<file path="src/rtl/i2c_pkg.sv">
// Shared types and status-word layout for the I2C master and sniffer.
package i2c_pkg;

  typedef enum logic [2:0] {
    IDLE,
    START,
    BIT,
    ACK,
    HOLD,
    STOP
  } i2c_state_e;

  typedef logic [1:0] qtr_idx_t;

  localparam int STATUS_W = 9;
  localparam int NACK_BIT = 0;
  localparam int DATA_MSB = 8;
  localparam int DATA_LSB = 1;

endpackage

</file>
<file path="src/rtl/i2c_qtr_tick.sv">
// SCL quarter-period divider: down-counter that pulses qtick at terminal count.
// hold keeps the counter parked at its reload value so the next quarter is full length.
module i2c_qtr_tick #(
  parameter int QTR_CYCLES = 250
) (
  input  logic clk,
  input  logic rst,
  input  logic hold,
  output logic qtick
);

  localparam int CW = (QTR_CYCLES > 2) ? $clog2(QTR_CYCLES) : 1;
  localparam logic [CW-1:0] RELOAD = CW'(QTR_CYCLES - 1);

  logic [CW-1:0] cnt;

  always_ff @(posedge clk or posedge rst) begin
    if (rst) begin
      cnt <= RELOAD;
    end else if (hold || cnt == '0) begin
      cnt <= RELOAD;
    end else begin
      cnt <= cnt - 1'b1;
    end
  end

  assign qtick = !hold && (cnt == '0);

endmodule

</file>
<file path="src/rtl/i2c_bitbang_master.sv">
// Open-drain I2C write master: streams bytes out with START/ACK/STOP and reports {byte, nack}.
// Define I2C_STRETCH_EN to honour slave clock stretching via scl_in.
//
// state | meaning
// IDLE  | bus released, waiting for first byte
// START | q0 SDA low, q1 SCL low
// BIT   | 4 quarters per data bit, MSB first
// ACK   | SDA released, slave ACK sampled at end of q2
// HOLD  | SCL held low between bytes, waiting for next byte
// STOP  | q0 SCL/SDA low, q1 SCL released, q2 SDA released
module i2c_bitbang_master
  import i2c_pkg::*;
#(
  parameter int QTR_CYCLES  = 250,
  parameter int SYNC_STAGES = 2
) (
  input  logic                clk,
  input  logic                rst,
  input  logic [7:0]          tx_data,
  input  logic                tx_last,
  input  logic                tx_valid,
  output logic                tx_ready,
  output logic                scl_oe,
  output logic                sda_oe,
  input  logic                scl_in,
  input  logic                sda_in,
  output logic [STATUS_W-1:0] status_word,
  output logic                status_valid,
  output logic                busy
);

  i2c_state_e state;
  qtr_idx_t   qtr;
  logic [2:0] bit_idx;
  logic [7:0] data_q;
  logic       last_q;
  logic       nack_q;
  logic       ready_en;
  logic       qtick;
  logic       stretch_wait;
  logic       accept;
  logic [SYNC_STAGES-1:0] sda_sync_q;
  logic       sda_sync;

  always_ff @(posedge clk or posedge rst) begin
    if (rst) begin
      sda_sync_q <= '1;
    end else begin
      sda_sync_q <= {sda_sync_q[SYNC_STAGES-2:0], sda_in};
    end
  end
  assign sda_sync = sda_sync_q[SYNC_STAGES-1];

`ifdef I2C_STRETCH_EN
  logic [SYNC_STAGES-1:0] scl_sync_q;
  logic                   scl_released_qtr;

  always_ff @(posedge clk or posedge rst) begin
    if (rst) begin
      scl_sync_q <= '1;
    end else begin
      scl_sync_q <= {scl_sync_q[SYNC_STAGES-2:0], scl_in};
    end
  end

  // Quarters that begin with SCL just released: time them from the observed rising edge.
  assign scl_released_qtr = ((state == BIT || state == ACK) && qtr == 2'd2) ||
                            (state == STOP && qtr == 2'd1);
  assign stretch_wait = scl_released_qtr && !scl_sync_q[SYNC_STAGES-1];
`else
  logic scl_unused;
  assign scl_unused   = scl_in;
  assign stretch_wait = 1'b0;
`endif

  i2c_qtr_tick #(
    .QTR_CYCLES(QTR_CYCLES)
  ) u_qtr_tick (
    .clk  (clk),
    .rst  (rst),
    .hold ((state == IDLE) || (state == HOLD) || stretch_wait),
    .qtick(qtick)
  );

  assign tx_ready = ready_en && ((state == IDLE) || (state == HOLD));
  assign accept   = tx_valid && tx_ready;

  always_ff @(posedge clk or posedge rst) begin
    if (rst) begin
      state        <= IDLE;
      qtr          <= '0;
      bit_idx      <= '0;
      data_q       <= '0;
      last_q       <= 1'b0;
      nack_q       <= 1'b0;
      scl_oe       <= 1'b0;
      sda_oe       <= 1'b0;
      busy         <= 1'b0;
      status_word  <= '0;
      status_valid <= 1'b0;
      ready_en     <= 1'b0;
    end else begin
      status_valid <= 1'b0;
      ready_en     <= 1'b1;
      case (state)
        IDLE: begin
          if (accept) begin
            data_q <= tx_data;
            last_q <= tx_last;
            busy   <= 1'b1;
            sda_oe <= 1'b1;
            qtr    <= '0;
            state  <= START;
          end
        end
        START: begin
          if (qtick) begin
            if (qtr == 2'd0) begin
              scl_oe <= 1'b1;
              qtr    <= 2'd1;
            end else begin
              qtr     <= '0;
              bit_idx <= 3'd7;
              sda_oe  <= ~data_q[7];
              state   <= BIT;
            end
          end
        end
        BIT: begin
          if (qtick) begin
            qtr <= qtr + 2'd1;
            if (qtr == 2'd1) begin
              scl_oe <= 1'b0;
            end else if (qtr == 2'd3) begin
              scl_oe <= 1'b1;
              if (bit_idx == 3'd0) begin
                sda_oe <= 1'b0;
                state  <= ACK;
              end else begin
                bit_idx <= bit_idx - 3'd1;
                sda_oe  <= ~data_q[bit_idx - 3'd1];
              end
            end
          end
        end
        ACK: begin
          if (qtick) begin
            qtr <= qtr + 2'd1;
            if (qtr == 2'd1) begin
              scl_oe <= 1'b0;
            end else if (qtr == 2'd2) begin
              nack_q <= sda_sync;
            end else if (qtr == 2'd3) begin
              scl_oe                       <= 1'b1;
              status_word[DATA_MSB:DATA_LSB] <= data_q;
              status_word[NACK_BIT]        <= nack_q;
              status_valid                 <= 1'b1;
              // A NACK anywhere ends the transaction; later bytes stay with the host.
              if (nack_q || last_q) begin
                sda_oe <= 1'b1;
                state  <= STOP;
              end else begin
                state <= HOLD;
              end
            end
          end
        end
        HOLD: begin
          if (accept) begin
            data_q  <= tx_data;
            last_q  <= tx_last;
            qtr     <= '0;
            bit_idx <= 3'd7;
            sda_oe  <= ~tx_data[7];
            state   <= BIT;
          end
        end
        STOP: begin
          if (qtick) begin
            qtr <= qtr + 2'd1;
            if (qtr == 2'd0) begin
              scl_oe <= 1'b0;
            end else if (qtr == 2'd1) begin
              sda_oe <= 1'b0;
            end else begin
              qtr      <= '0;
              busy     <= 1'b0;
              ready_en <= 1'b0;
              state    <= IDLE;
            end
          end
        end
        default: state <= IDLE;
      endcase
    end
  end

endmodule

</file>
<file path="config.mk">
export PLATFORM = sky130hd
export DESIGN_NAME = i2c_bitbang_master
export DESIGN_NICKNAME = d
export VERILOG_FILES = /design/src/rtl/i2c_pkg.sv /design/src/rtl/i2c_qtr_tick.sv /design/src/rtl/i2c_bitbang_master.sv
export SDC_FILE = /design/constraint.sdc
export NUM_CORES = 1
export LEC_CHECK = 0
export ABC_CLOCK_PERIOD_IN_PS = 3920
export CAP_MARGIN = 30
export CORE_ASPECT_RATIO = 1.1
export CORE_MARGIN = 8
export CORE_UTILIZATION = 59
export CTS_BUF_LIST = sky130_fd_sc_hd__clkbuf_16
export DETAILED_ROUTE_END_ITERATION = 12
export PLACE_DENSITY = 0.86
export SYNTH_ARGS = -nofsm -noshare
export SYNTH_HDL_FRONTEND = slang
export SYNTH_SLANG_ARGS = --single-unit
</file>
<file path="constraint.sdc">
create_clock -name clk -period 3.92 [get_ports clk]
set_clock_uncertainty 0.2 [all_clocks]
set_input_delay 0.784 -clock clk [delete_from_list [all_inputs] [get_ports clk]]
set_output_delay 0.784 -clock clk [all_outputs]
set_load 0.02 [all_outputs]
</file>
; Yosys cells after proc, flatten, opt, wreduce, memory -nomap -nowiden
; Cells that the tools add are included.
[word_totals]
register_bits = 42
inputBits = 14
elab_cells = 158
[op_classes]
addsub = 3
n_lt_le_gt_ge = 1
eq_ne = 31
mux = 77
bitwise = 5
n_reduce_logical = 27
[op_table]
columns = operator, count
row1 = $mux 3, 22
row2 = $mux 1, 41
row3 = $ne 2x2->1 const B, 20
row4 = $pmux 3 s6, 1
row5 = $reduce_and 16->1, 1
row6 = $reduce_and 8->1, 2
row7 = $reduce_and 15->1, 1
row8 = $reduce_and 5->1, 3
row9 = $mux 2, 6
row10 = $pmux 3 s3, 1
row11 = $logic_not 8->1, 1
row12 = $mux 8, 1
row13 = $pmux 2 s4, 1
row14 = $reduce_bool 4->1, 2
row15 = $sub 8x1->8 const B, 1
row16 = $eq 3x2->1 const B, 2
row17 = $eq 3x3->1 const B, 2
row18 = $logic_not 3->1, 2
row19 = $pmux 1 s6, 1
row20 = $reduce_bool 6->1, 1
row21 = $not 1->1, 5
row22 = $eq 2x2->1 const B, 2
row23 = $lt 3x4->1 const B, 1
row24 = $ne 2x1->1 const B, 2
row25 = other kinds (17), 22

; Depth between registers and ports, before layout
[depth]
word_depth = 9
mapped_depth = 7
ltp_nobuf = 7

; Hierarchy
; Synthesis repeated with hierarchy kept, for this count alone.
[hier_totals]
hier_cells = 213
hier_area_um2 = 2348.5
[by_module_without_submodules]
columns = mod, n_inst, cells_per_inst, area_each_um2, seq_area_each_um2
row1 = i2c_bitbang_master, 1, 166, 1888.1, 853.3
row2 = i2c_qtr_tick, 1, 47, 460.4, 207.7

; Worst setup path before layout
; OpenSTA, ideal clock, no wires.
[synth_path]
kind = reg-to-reg
startpoint = register u_qtr_tick.cnt[1]
endpoint = register status_word[0]
setup_time_ns = 0.125
arrival_time_ns = 1.826
setup_slack_ns = 1.769
stages_incl_launch_ff = 7
path_buffers = 0
period_less_slack_ns = 2.151
cell_sequence = dfrtp_1 inv_1 ha_1 nor3b_1 nand2_1 nor3_4 mux2_2
[synth_via]
elab_chain_len = 3
[synth_rtl]
columns = element, line_no
row1 = start: declaration, i2c_qtr_tick.sv:15  ; logic [CW-1:0] cnt;
row2 = start signal: assignment, i2c_qtr_tick.sv:23  ; cnt <= cnt - 1'b1;
row3 = $logic_not 8->1, i2c_qtr_tick.sv:27  ; assign qtick = !hold && (cnt == '0);
row4 = $logic_and 1x1->1, i2c_qtr_tick.sv:27
row5 = $reduce_and 5->1 (no source line), --
row6 = end signal: indexed assignment, i2c_bitbang_master.sv:155  ; status_word[DATA_MSB:DATA_LSB] <= data_q;
row7 = end signal: indexed assignment, i2c_bitbang_master.sv:156  ; status_word[NACK_BIT] <= nack_q;
row8 = end: declaration, i2c_bitbang_master.sv:27  ; output logic [STATUS_W-1:0] status_word,
; Every way passes these cells.
; A chain may end at the register's enable or synchronous reset.

; Worst setup path in the final report
[layout_path]
startpoint = register state[1]
endpoint = output port tx_ready
[layout_via]
elab_chain_len = 3
[layout_rtl]
columns = element, line_no
row1 = start: declaration, i2c_bitbang_master.sv:32  ; i2c_state_e state;
row2 = start signal: assignment, i2c_bitbang_master.sv:90  ; state <= IDLE;
row3 = start signal: assignment, i2c_bitbang_master.sv:113  ; state <= START;
row4 = start signal: assignment, i2c_bitbang_master.sv:125  ; state <= BIT;
row5 = $eq 3x3->1 / $logic_not 3->1 (equally long branches), i2c_bitbang_master.sv:85  ; assign tx_ready = ready_en && ((state == IDLE) || (state == HOLD));
row6 = $logic_or 1x1->1 *, i2c_bitbang_master.sv:85
row7 = $logic_and 1x1->1 *, i2c_bitbang_master.sv:85
row8 = end: declaration, i2c_bitbang_master.sv:22  ; output logic tx_ready,
; Every way passes the cells marked *; elsewhere a longest branch is shown, timed or not.

==> reports/qor.csv <==
metric,value,unit
wire length of the first global-routing pass,8.31,mm
overall via count from detail_route,1610,
part of the cycle the worst path needs,74.3,%
pin count of the biggest net entering global routing,43,
post-synthesis async set-or-reset flop share,100,%
static leakage,1.12,nW
dominant cell type by area after synthesis,sky130_fd_sc_hd__dfrtp_1,
data arrival time of the critical path,1.93,ns
Post-Place Cells,262,
Min-Delay Path Class,reg2reg,
area enclosed by the die boundary,5880,sq um
final hold violation count,0,
cell types occupying the most area after synthesis,"sky130_fd_sc_hd__dfrtp_1 (39%), sky130_fd_sc_hd__mux2_2 (13%), sky130_fd_sc_hd__dfstp_2 (9.7%)",
total CTS buffers,5,
I/O pins,28,
post-cts gate resize count,0,
"Net count, final",243,
Yosys top cell area share,39.2,%
Core Region,3600,sq um
unrepaired setup endpoints after global routing,no,
Fmax achieved,344,MHz
crit path time final,2.91,ns
horizontal extent of the die,73.8,um
worst-path maximum fanout,17,
Slew HR,62.5,%
number of nets with antenna violations after routing,0,
H-tree Lvls,2,
CTS Buffer Depth,2,
Syn-to-layout area delta,20.8,%
Reg2Reg Depth,6,
vertical die dimension,79.6,um
Hold Crit Depth,0,
Iter 0 DRT Violations,107,
Post-synth EDFFs,0,
Post-CTS Hold Fix Bufs,0,
TritonCTS Sinks,42,
number of instances in the synthesized netlist,190,
starting density of the core,60.3,%
element type at the critical path end,output pin,
non-filler instance count after layout,270,
via/cell ratio,5.96,
Sum Neg Setup Slack,0,ns
clock slew at reported path FFs,0.06,ns
number of rows in the core area,23,
power density normalized to cell area,714,nW/um^2
critical setup path kind,reg2out,
DRT Pass-1 Iters,4,
number of buffers inserted to repair setup after CTS,0,
sort of element at the start of the critical path,register,
Synth Cell Area,2170,sq um
count of port buffers added during placement,26,
library cell with the highest instance count after synthesis,sky130_fd_sc_hd__dfrtp_1,
Ys Warns,0,
average routed wire per standard cell,18.0,um
max-cap violation count,0,
Clock Tree Root,sky130_fd_sc_hd__clkbuf_16,
initial antenna violation count,0,
DRC viols,0,
Synth Net Count,214,
clock tree from TritonCTS,built,
clock network latency to the later pin of the worst-skew pair,0.28,ns
gp weighted congestion,0.934,
Slew Limit Fails,0,
post-detailed-routing wire length,4.87,mm
antenna cell count,0,
grt ovf,0,
number of global-route vias before repair,1708,
number of distinct standard cells referenced by the synthesized netlist,42,
overall fraction of global-route tracks in use,18.4,%
primary flip-flop cell chosen by synthesis mapping,sky130_fd_sc_hd__dfrtp_1,
"FF+latch count, synth",42,
Synth top cells by count,"sky130_fd_sc_hd__dfrtp_1 (34), sky130_fd_sc_hd__mux2_2 (25), sky130_fd_sc_hd__nand2_1 (14)",
average size of a mapped cell,11.4,sq um
Peak supply drop,0.385,mV
slew of the pin with the lowest slew margin,0.563,ns
sequential element share of the synthesized area,48.9,%
final setup violation count,0,
status,completed,
layout cell share with drive strength beyond 1,21.4,%
"Data required, critical path",2.94,ns
half-perimeter wire length after detailed placement,3.45,mm
-- area by class of cell --
class                           count  area [sq um]
Sequential cell                    42          1060
Tap cell                           50          62.6
Clock buffer                        5           125
Inverter                           11          41.3
Timing Repair Buffer               27           268
Fill cell                         234           977
Multi-Input combinational cell    132          1050
Clock inverter                      3          16.3
-- placed cells by master (no fill, tap or decap), types with 3 or more instances in the layout --
master and count:
sky130_fd_sc_hd__xnor2_1 3, sky130_fd_sc_hd__mux2_2 25, sky130_fd_sc_hd__and3_1 4, sky130_fd_sc_hd__dfstp_2 8, sky130_fd_sc_hd__mux2i_1 4, sky130_fd_sc_hd__nor3_1 4, sky130_fd_sc_hd__nor2_1 12, sky130_fd_sc_hd__ha_1 10
sky130_fd_sc_hd__dfrtp_1 34, sky130_fd_sc_hd__o21ai_0 7, sky130_fd_sc_hd__inv_1 12, sky130_fd_sc_hd__nand2b_1 4, sky130_fd_sc_hd__clkdlybuf4s50_1 26, sky130_fd_sc_hd__a21oi_1 11, sky130_fd_sc_hd__nand2_1 14, sky130_fd_sc_hd__clkbuf_16 5
-- kinds of logic (layout without fill, tap and decap cells) --
kind of cell    after synthesis  count (layout)  share of synthesized area [%]
simple gates                 49              49                           12.2
flops                        42              42                           48.9
compound gates               38              38                           11.7
mux                          31              31                           16.9
buf+inv                      16              46                           2.88
fa+ha+maj                    10              10                           5.77
xor+xnor                      4               4                           1.62
-- worst paths after layout --
kind	slack [ns]	endpoint	start
max	1.01	tx_ready	state[1]
min	0.16	sda_sync_q[1]	sda_sync_q[0]
max reg2reg	1.42	status_word[3]	u_qtr_tick.cnt[1]
min reg2reg	0.16	sda_sync_q[1]	sda_sync_q[0]
max in group asynchronous	2.42	u_qtr_tick.cnt[4]	rst
min in group asynchronous	0.73	busy	rst
-- critical path: stages (launching register included) --
cell                              delay, ns
sky130_fd_sc_hd__dfrtp_1               0.56
sky130_fd_sc_hd__nor2_1                0.32
sky130_fd_sc_hd__and2_1                0.17
sky130_fd_sc_hd__clkdlybuf4s50_1       0.60
-- state kept, by name, indices dropped and copies added, names as in the netlist, named ones only --
name / count
state: 3
nack_q: 1
status_valid: 1
sda_oe: 1
busy: 1
bit_idx: 3
ready_en: 1
data_q: 8
last_q: 1
qtr: 2
status_word: 9
sda_sync_q: 2
u_qtr_tick.cnt: 8
-- per-stage QoR --
step           hold slack [ns]  utilization (%)  instance area, sq um  worst slack [ns]  power, mW
2_1_floorplan            0.145                -                  2170              1.77       1.25
3_3_place_gp             0.148             68.9                  2480              1.30       1.40
3_5_place_dp             0.150             68.9                  2480              1.26       1.46
4_1_cts                  0.158             72.8                  2620              1.01       1.87
5_1_grt                  0.159             72.8                  2620             0.931       1.99
6_report                 0.156             72.8                  2620              1.01       1.87
-- routing by layer --
layer / global-route usage [%] / routed length (um)
met4: 8.40 / 127
met3: 5.65 / 309
met1: 21.4 / 1920
met2: 30.1 / 2520
met5: 0 / 0
-- power breakdown --
part           total [mW]  internal, mW  switching [mW]  leakage, nW
Clock               0.400         0.234           0.166       0.0730
Combinational       0.739         0.352           0.387        0.545
Sequential          0.732         0.563           0.169        0.499
No activity file was read; power rests on OpenSTA's default activity.
